===== config.mk =====
export PLATFORM = sky130hd
export DESIGN_NAME = psi_stream_out
export DESIGN_NICKNAME = d
export VERILOG_FILES = /design/src/rtl/psi_stream_out.sv
export SDC_FILE = /design/constraint.sdc
export NUM_CORES = 1
export LEC_CHECK = 0
export CORE_MARGIN = 4
export CORE_UTILIZATION = 25
export DETAILED_ROUTE_END_ITERATION = 7
export GPL_TIMING_DRIVEN = 0
export PLACE_DENSITY = 0.55
export RECOVER_POWER = 50
export SYNTH_ARGS = -nofsm -noshare
export SYNTH_HDL_FRONTEND = slang
export SYNTH_SLANG_ARGS = --single-unit

===== constraint.sdc =====
create_clock -name clk -period 4.5 [get_ports clk]
set_clock_uncertainty 0.15 [all_clocks]
set_input_delay 0.9 -clock clk [delete_from_list [all_inputs] [get_ports clk]]
set_output_delay 0.9 -clock clk [all_outputs]
set_load 0.05 [all_outputs]

===== src/rtl/psi_stream_out.sv =====
// ----------------------------------------------------------------------------
// psi_stream_out
//
// Streams the non-zero members of a finished private-set-intersection result
// array, lowest index first, one element per output handshake. Zero entries
// mean "no member" and are dropped without costing any cycles: the next index
// is found by a priority encoder over the remaining non-zero mask.
//
// After the last element (or right after an all-zero array) a one-cycle
// done pulse reports how many elements were streamed for that array.
//
// Parameters
//   W  bit width of each array element
//   K  number of elements in the intersection array (even, >= 2)
//
// Ports
//   clk        clock, all state changes on its rising edge
//   rst_n      asynchronous active-low reset
//   in_valid   in_array holds a finished PSI result
//   in_ready   block accepts a new array this cycle (only while idle)
//   in_array   K elements of W bits, element i at bits [(i+1)*W-1 : i*W]
//   out_valid  out_data holds an intersection element
//   out_ready  consumer accepts out_data this cycle
//   out_data   current non-zero element (zero whenever out_valid is low)
//   out_last   current element is the final non-zero element of the array
//   done       one-cycle pulse, array fully streamed
//   count      elements streamed for the last array, valid while done is high
// ----------------------------------------------------------------------------
module psi_stream_out #(
    parameter int W  = 2,
    parameter int K  = 2,
    localparam int CW = $clog2(K + 1)
) (
    input  logic            clk,
    input  logic            rst_n,
    input  logic            in_valid,
    output logic            in_ready,
    input  logic [W*K-1:0]  in_array,
    output logic            out_valid,
    input  logic            out_ready,
    output logic [W-1:0]    out_data,
    output logic            out_last,
    output logic            done,
    output logic [CW-1:0]   count
);

    // Index into the captured array.
    localparam int IW = (K > 1) ? $clog2(K) : 1;

    typedef enum logic [1:0] {
        S_IDLE = 2'd0,
        S_EMIT = 2'd1,
        S_DONE = 2'd2
    } state_t;

    state_t                 state_reg;
    state_t                 state_next;

    logic [K-1:0][W-1:0]    arr_reg;     // captured array
    logic [K-1:0]           mask_reg;    // non-zero flag per captured element
    logic [IW-1:0]          idx_reg;     // index of the element being offered
    logic [IW-1:0]          idx_next;
    logic [CW-1:0]          count_reg;

    logic [K-1:0]           in_mask;     // non-zero flags of the incoming array
    logic [K-1:0]           above_mask;  // non-zero captured elements past idx_reg
    logic [IW-1:0]          first_idx;   // lowest non-zero index of incoming array
    logic [IW-1:0]          above_idx;   // lowest non-zero index past idx_reg
    logic                   is_last;     // nothing left after the current element

    logic                   accept;
    logic                   fire;

    // ------------------------------------------------------------------
    // Per-element flags
    // ------------------------------------------------------------------
    generate
        for (genvar gi = 0; gi < K; gi++) begin : g_mask
            assign in_mask[gi]    = |in_array[gi*W +: W];
            assign above_mask[gi] = mask_reg[gi] && (IW'(gi) > idx_reg);
        end
    endgenerate

    assign is_last = ~|above_mask;

    // Priority encoders: scanning from the top down leaves the lowest set
    // index in the result, so zero runs of any length are skipped at once.
    always_comb begin
        first_idx = '0;
        for (int i = K - 1; i >= 0; i--) begin
            if (in_mask[i]) begin
                first_idx = IW'(i);
            end
        end
    end

    always_comb begin
        above_idx = idx_reg;
        for (int i = K - 1; i >= 0; i--) begin
            if (above_mask[i]) begin
                above_idx = IW'(i);
            end
        end
    end

    assign accept = (state_reg == S_IDLE) && in_valid;
    assign fire   = (state_reg == S_EMIT) && out_ready;

    // ------------------------------------------------------------------
    // FSM: state register
    // ------------------------------------------------------------------
    always_ff @(posedge clk or negedge rst_n) begin
        if (!rst_n) begin
            state_reg <= S_IDLE;
        end else begin
            state_reg <= state_next;
        end
    end

    // ------------------------------------------------------------------
    // FSM: next-state logic
    // ------------------------------------------------------------------
    always_comb begin
        state_next = state_reg;
        case (state_reg)
            S_IDLE: begin
                if (in_valid) begin
                    // An all-zero array has nothing to stream; report at once.
                    state_next = (|in_mask) ? S_EMIT : S_DONE;
                end
            end
            S_EMIT: begin
                if (out_ready && is_last) begin
                    state_next = S_DONE;
                end
            end
            S_DONE: begin
                state_next = S_IDLE;
            end
            default: begin
                state_next = S_IDLE;
            end
        endcase
    end

    // ------------------------------------------------------------------
    // FSM: outputs
    // ------------------------------------------------------------------
    always_comb begin
        in_ready  = 1'b0;
        out_valid = 1'b0;
        out_data  = '0;
        out_last  = 1'b0;
        done      = 1'b0;
        case (state_reg)
            S_IDLE: begin
                in_ready = 1'b1;
            end
            S_EMIT: begin
                out_valid = 1'b1;
                out_data  = arr_reg[idx_reg];
                out_last  = is_last;
            end
            S_DONE: begin
                done = 1'b1;
            end
            default: begin
                in_ready = 1'b0;
            end
        endcase
    end

    assign count = count_reg;

    // ------------------------------------------------------------------
    // Datapath
    // ------------------------------------------------------------------
    // The index only moves on a handshake, so out_data and out_last stay
    // stable while the consumer stalls. On the final handshake the index is
    // left alone; the state leaves EMIT and out_data drops to zero anyway.
    always_comb begin
        idx_next = idx_reg;
        if (accept) begin
            idx_next = first_idx;
        end else if (fire && !is_last) begin
            idx_next = above_idx;
        end
    end

    always_ff @(posedge clk or negedge rst_n) begin
        if (!rst_n) begin
            arr_reg   <= '0;
            mask_reg  <= '0;
            idx_reg   <= '0;
            count_reg <= '0;
        end else begin
            idx_reg <= idx_next;
            if (accept) begin
                arr_reg   <= in_array;
                mask_reg  <= in_mask;
                count_reg <= '0;
            end else if (fire) begin
                // At most K handshakes per array, so this cannot wrap.
                count_reg <= count_reg + CW'(1);
            end
        end
    end

endmodule


## After elaboration in Yosys (flattened, before gate mapping)

Index checks and enable logic that the tools add are counted.

| word-level totals | value |
|---|---|
| register bits after elaboration | 11 |
| input port bits | 8 |
| output and inout port bits | 8 |
| word-level logic and storage cells | 50 |

| operators by class | value |
|---|---|
| add/subtract/negate cells | 1 |
| magnitude comparators | 3 |
| equality and inequality tests | 4 |
| multiplexer cells | 19 |
| reductions and logical operators | 17 |

Operators by type and width:

| kind | number |
|---|---|
| 2-bit 2-to-1 mux | 8 |
| 1-bit 2-to-1 mux | 10 |
| 1-bit logical AND | 6 |
| 2-bit OR reduction | 3 |
| 2-bit one-hot mux with 2 select lines | 1 |
| 2-bit AND reduction | 2 |
| 2-bit nonzero test | 2 |
| 4-bit OR reduction | 1 |
| 3-bit nonzero test | 1 |
| 2-bit by 1-bit adder with 2-bit output, second input constant | 1 |
| 2-bit by 1-bit == test with 1-bit output, second input constant | 1 |
| 2-bit == test, second input constant | 1 |
| 1-bit > comparator, first input constant | 2 |
| 2-bit zero test | 1 |
| 1-bit by 2-bit less-than comparator with 1-bit output, second input constant | 1 |
| 2-bit by 1-bit inequality test with 1-bit output, second input constant | 1 |
| 2-bit inequality test, second input constant | 1 |
| 1-bit zero test | 1 |

## Longest topological paths before layout

Gate-level depths: netlist of run 1.

| depth | value |
|---|---|
| word-level depth | 7 |
| mapped depth | 4 |
| mapped depth without buffers | 4 |

## Least setup slack after synthesis of run 1

Ideal clock, no wire load.

| timing path | value |
|---|---|
| kind | reg2out |
| start | reg state_reg[1] |
| end | out out_data[0] |
| arrival | 1.285 ns |
| data required time | 3.450 ns |
| path slack | 2.165 ns |
| cell stages (with the launch flop) | 3 |
| path buffers | 0 |
| cells stage by stage | dfrtp_1 -> nand2b_2 -> nor2_1 |

| on the way | value |
|---|---|
| longest elaborated chain between the ends | 2 |

RTL lines:

| item | RTL line | text |
|---|---|---|
| start, declared | 56 | `state_t state_reg;` |
| start signal, assigned | 116 | `state_reg <= state_next;` |
| 2-bit by 1-bit == test with 1-bit output | 155 | `case (state_reg)` |
| 2-bit 2-to-1 mux | 155 |  |
| end, declared | 41 | `output logic [W-1:0] out_data,` |

Every way passes these cells.

## Worst setup path after layout of run 1

| timing path | value |
|---|---|
| start | reg state_reg[1] |
| end | out out_last |

| on the way | value |
|---|---|
| longest elaborated chain between the ends | 2 |

RTL lines:

| item | RTL line | text |
|---|---|---|
| 2-bit by 1-bit == test with 1-bit output | 155 |  |
| 1-bit 2-to-1 mux | 155 |  |
| end, declared | 42 | `output logic out_last,` |

Every way passes these cells.

==> key figures, run 1 <==
Place
  • IO buf count: 15
  • Gpl congestion: 0.673
  • Pre-CTS setup slack: 1.86 ns
  • Dpl hpwl: 752 um

Power and ir drop
  • Pleak: 0.293 nW
  • Gate power share: 57.8%
  • Clock share of power: 13.7%
  • Switching share of total power: 46.8%
  • Peak supply drop: 0.000377 V
  • Seq pwr share: 28.4%
  • Internal power: 315 uW
  • Pwr dens: 853 nW/um2
  • P_sw: 277 uW

Synthesis
  • Area contributors post-synth: dfrtp_1, mux2_2, nor2_1
  • Syn_area_per_cell: 10.7 um2
  • Netlist Area Pre-Place: 483 um2
  • Post-synthesis cell type count: 21
  • Synth Warn #: 0
  • Syn Nets: 53
  • Area share of the largest cell type after synthesis: 51.8%
  • Synthesized flop and latch total: 10
  • Most area-hungry cell type in the Yosys netlist: dfrtp_1
  • Gate Count Post-Synth: 45
  • Post-synthesis sequential area ratio: 51.8%

Detailed routing
  • Routed len/inst: 10.8 um
  • Vias: 395
  • DRT iter0 DRCs: 2
  • DR DRC count: 0
  • Vias per Instance: 4.44
  • Routed WL: 965 um
  • DRT antenna net count: 0
  • DR pass1 iterations: 4

Die
  • CORE AREA: 1780 um2
  • Chip Height: 52.0 um
  • I/O Pins: 16
  • Starting density of the core: 27.1%
  • DIE AREA: 2700 um2
  • Die width: 52.0 um
  • # rows: 15

Setup path
  • Worst Path Arrival: 1.85 ns
  • Endpoint class of the critical path: primary output
  • CP max FO: 7
  • Startpoint types: flop
  • Reg2Reg Setup Slack: 2.72 ns
  • Required time of the critical path: 3.45 ns
  • Critical path class: reg2out

Layout
  • Area Overhead vs Synth: 43.8%
  • Final Util: 38.9%
  • Flip-flop count of the largest register after layout: 4
  • Antenna cells: 0
  • Fraction of layout cells with a size suffix above 1: 15.6%
  • Commonest non-fill, non-tap cell in the layout: clkdlybuf4s50_1
  • Fillers: 182
  • Fin nets: 73
  • Commonest cells after routing, fill and taps aside: clkdlybuf4s50_1, dfrtp_1, nor2_1, mux2_2
  • Area of the multi-input gates: 215 um2
  • Storage cell area: 250 um2

Clocking
  • Post-CTS Setup Bufs: 0
  • CTS tree: yes
  • # resized after CTS: 0
  • Inserted Clock Buffers: 3
  • Worst skew pair latency: 0.27 ns
  • Register clock-pin slew on the reported worst setup and hold paths: 0.07 ns
  • # H-tree levels: 1
  • Hold Buf Count CTS: 0
  • Root buf cell: clkbuf_4
  • Sink Count: 10
  • CTS max path bufs: 2

Timing
  • Worst-margin pin slew: 0.496 ns
  • Final Hold Viols: 0
  • Slew HR: 66.8%
  • RSZ-0062 raised after global routing: false
  • TNS Setup: 0 ns
  • Period utilization: 64.5%
  • Setup ws final: 1.60 ns
  • Worst hold slack: 0.360 ns
  • F_max: 0.344 GHz
  • Tmin final: 2.90 ns
  • Final setup viols: 0
  • Final Max Tran Viols: 0

Worst hold path
  • Hold WC Path Type: reg2reg

Global route
  • Initial antenna violation count: 0
  • First-pass GRT wire length: 1640 um
  • Grt ovf: 0
  • Total track usage: 8.52%
  • Vias in the first global route: 360
  • Largest net degree at the start of global routing: 11

Flow run
  • Max Cap Viol: 0

Run status
  • Status: completed
[layout make-up]
class	count	area share (%)
Multi-Input combinational cell	32	31.0
Sequential cell	10	36.0
Tap cell	25	4.50
Clock buffer	4	5.23
Inverter	2	1.08
Timing Repair Buffer	15	21.6
Buffer	1	0.541
[path summary, 6_finish.rpt]
path,start,to,cells past startpoint
hold reg to reg,arr_reg[3],arr_reg[3],1
setup reg to reg,state_reg[0],arr_reg[0],3
hold / removal,arr_reg[3],arr_reg[3],1
min in group asynchronous,rst_n,count[1],1
max in group asynchronous,rst_n,arr_reg[3],1
setup / recovery,state_reg[1],out_last,3
[per-stage QoR]
step	instances	total power, mW	instance area [um2]
6_report	89	0.593	694
5_1_grt	89	0.634	694
4_1_cts	89	0.606	701
3_5_place_dp	85	0.522	664
3_3_place_gp	85	0.520	664
2_1_floorplan	45	0.414	483
[worst max-delay path, cell delays in order, from the launching register on]
cell and delay (ns):
dfrtp_1 0.41, nand2b_2 0.25, nor2_1 0.12, clkdlybuf4s50_1 0.81
[power by group through the flow]
stage	logic (mW)	registers, mW	clock network, mW
global placement	0.349	0.171	0
detailed placement	0.349	0.173	0
global route	0.367	0.176	0.0911
floorplan	0.221	0.193	0
finish	0.343	0.168	0.0813
CTS	0.350	0.171	0.0851
[routing by layer]
layer	track usage, %	vias up	share of wire (%)
li1	-	198	-
met1	11.4	182	50
met2	10.9	15	41
met3	5.44	0	9.1
met4	2.62	0	0
met5	0	-	0
[cell usage after synthesis (all sizes together)]
library cell / n
nand2b: 1
a31oi: 1
nor3b: 1
a21oi: 3
and2b: 1
nor2b: 2
nand2: 1
o22ai: 1
nor4: 1
o22a: 1
nand3b: 1
mux2i: 2
mux2: 4
o21ai: 1
dfrtp: 10
buf: 1
xor2: 1
inv: 2
o31a: 1
or3: 1
nor2: 8
[cell families after synthesis]
kind of cell,synth area share (%)
and+or+nand+nor,19.9
AOI/OAI and AO/OA,10.4
xor gates and xnor gates,1.81
buffers and inverters,2.59
muxes,13.5
DFF,51.8
Note: power is estimated with default switching activity, not from simulation.
==> run 2: changes to the inputs <==
Settings changed: PLACE_DENSITY 0.55 to 0.57.
Clock period 4.5 ns to 2.45 ns, I/O delays scaled along.
==> key figures, run 2 (synthesis gave the netlist of run 1 again) <==
Clocking
  • CTS tree: yes
  • Root buf cell: clkbuf_4
  • CTS max path bufs: 2
  • Register clock-pin slew on the reported worst setup and hold paths: 0.06 ns
  • # H-tree levels: 1
  • Inserted Clock Buffers: 3
  • Sink Count: 10
  • Hold Buf Count CTS: 0
  • Worst skew pair latency: 0.26 ns

Setup path
  • Worst Path Arrival: 1.70 ns
  • Crit path largest cell delay: 0.79 ns
  • Worst r2r dst: arr_reg[3]
  • Critical path class: reg2out
  • Slowest CP cell: clkdlybuf4s50_1
  • Endpoint class of the critical path: primary output
  • Cells along the critical path: and2b_2 -> clkdlybuf4s50_1
  • Startpoint types: flop
  • Depth of the worst register-to-register path: 3
  • R2R Path Start: state_reg[0]
  • CP max FO: 6
  • Reg2Reg Setup Slack: 0.66 ns
  • Required time of the critical path: 1.81 ns

Detailed routing
  • Vias: 386
  • Routed len/inst: 11.5 um
  • DR DRC count: 0
  • DRT antenna net count: 0
  • DRT iter0 DRCs: 3
  • Vias per Instance: 4.39
  • DR pass1 iterations: 3
  • Routed WL: 1010 um

Power and ir drop
  • Tot Pwr: 1.02 mW
  • Pwr dens: 1510 nW/um2
  • Peak supply drop: 0.000560 V
  • Pleak: 0.299 nW

Run status
  • Status: completed

Layout
  • Area of the multi-input gates: 215 um2
  • Commonest non-fill, non-tap cell in the layout: dfrtp_1
  • Commonest cells after routing, fill and taps aside: dfrtp_1, clkdlybuf4s50_1, nor2_1, mux2_2, dlygate4sd2_1
  • Flip-flop count of the largest register after layout: 4
  • Fillers: 189
  • Antenna cells: 0
  • Fin nets: 73
  • Fraction of layout cells with a size suffix above 1: 14.3%
  • Area Overhead vs Synth: 39.9%
  • Storage cell area: 250 um2

Flow run
  • Max Cap Viol: 0

Die
  • Chip Height: 52.0 um
  • DIE AREA: 2700 um2
  • CORE AREA: 1780 um2
  • # rows: 15
  • Die width: 52.0 um
  • Starting density of the core: 27.1%
  • I/O Pins: 16

Global route
  • Vias in the first global route: 393
  • Total track usage: 9.05%
  • Initial antenna violation count: 0
  • Largest net degree at the start of global routing: 11
  • Grt ovf: 0
  • First-pass GRT wire length: 1750 um

Timing
  • Final Hold Viols: 0
  • Slew HR: 67.2%
  • Period utilization: 95.7%
  • TNS Setup: 0 ns
  • Final setup viols: 0
  • RSZ-0062 raised after global routing: false
  • Worst-margin pin slew: 0.491 ns
  • F_max: 0.427 GHz
  • Tmin final: 2.34 ns
  • Final Max Tran Viols: 0

Worst hold path
  • Sink of the worst hold path: arr_reg[2]
  • Hold WC Path Type: reg2reg
  • Hold Startpoint: arr_reg[2]
  • Hold Path Cell Cnt: 1

Place
  • Dpl hpwl: 786 um
  • IO buf count: 15
  • Gpl congestion: 0.687
run 2: cell count changes in the layout (fill, tap and decap cells not counted), sizes merged:
cell,previous run,this run
clkbuf,5,4
clkdlybuf4s50,13,9
dlygate4sd2,0,4
run 2: how the worst max path moves through the flow:
stage | startpoint | endpoint | slack (ns) | cells after the start
final | state_reg[0] | done | 0.11 | 2
after CTS | state_reg[0] | done | 0.08 | 2
after detailed placement | state_reg[1] | out_data[0] | 0.22 | 3
after global placement | state_reg[1] | out_data[0] | 0.21 | 3
after floorplan | state_reg[1] | out_data[0] | 0.52 | 2
after global routing | state_reg[0] | done | 0.06 | 2
run 2: critical path, delay by kind of cell (launching register included):
family,cells,cell delay (ns)
AND/OR/NAND/NOR,1,0.22
flip-flops,1,0.43
buffers and inverters,1,0.79
run 2: power by group:
part           leakage, nW  internal (mW)  switching (mW)
Clock               0.0138         0.0566          0.0526
Sequential           0.120          0.247          0.0642
Combinational        0.165          0.215           0.388
run 2: timing repair:
action | in CTS | in global routing
setup endpoints to repair | 4 | 0
resized for setup | 4 | 0
buffers inserted | 0 | 0
run 2: stage by stage:
step | std cells | setup WS (ns) | instance area, um2 | util [%] | hold WS (ns)
2_1_floorplan | 45 | 0.525 | 483 | - | 0.0444
3_3_place_gp | 85 | 0.209 | 664 | 37.3 | 0.343
3_5_place_dp | 85 | 0.215 | 664 | 37.3 | 0.348
4_1_cts | 88 | 0.0772 | 682 | 38.2 | 0.362
5_1_grt | 88 | 0.0565 | 676 | 37.9 | 0.384
6_report | 88 | 0.106 | 676 | 37.9 | 0.356
run 2: cell type report:
class / count / area share (%)
Inverter: 2 / 1.11
Timing Repair Buffer: 15 / 21.5
Buffer: 1 / 0.556
Sequential cell: 10 / 37.0
Multi-Input combinational cell: 32 / 31.9
Clock buffer: 3 / 3.33
Tap cell: 25 / 4.63
run 2: metal layers:
metal	share of wire, %	vias to the layer above	wire (um)	global-route usage (%)
met4	0	0	0	2.62
met1	44	182	445	10.5
li1	-	191	-	-
met5	0	-	0	0
met2	45	13	453	13.2
met3	11	0	112	6.30
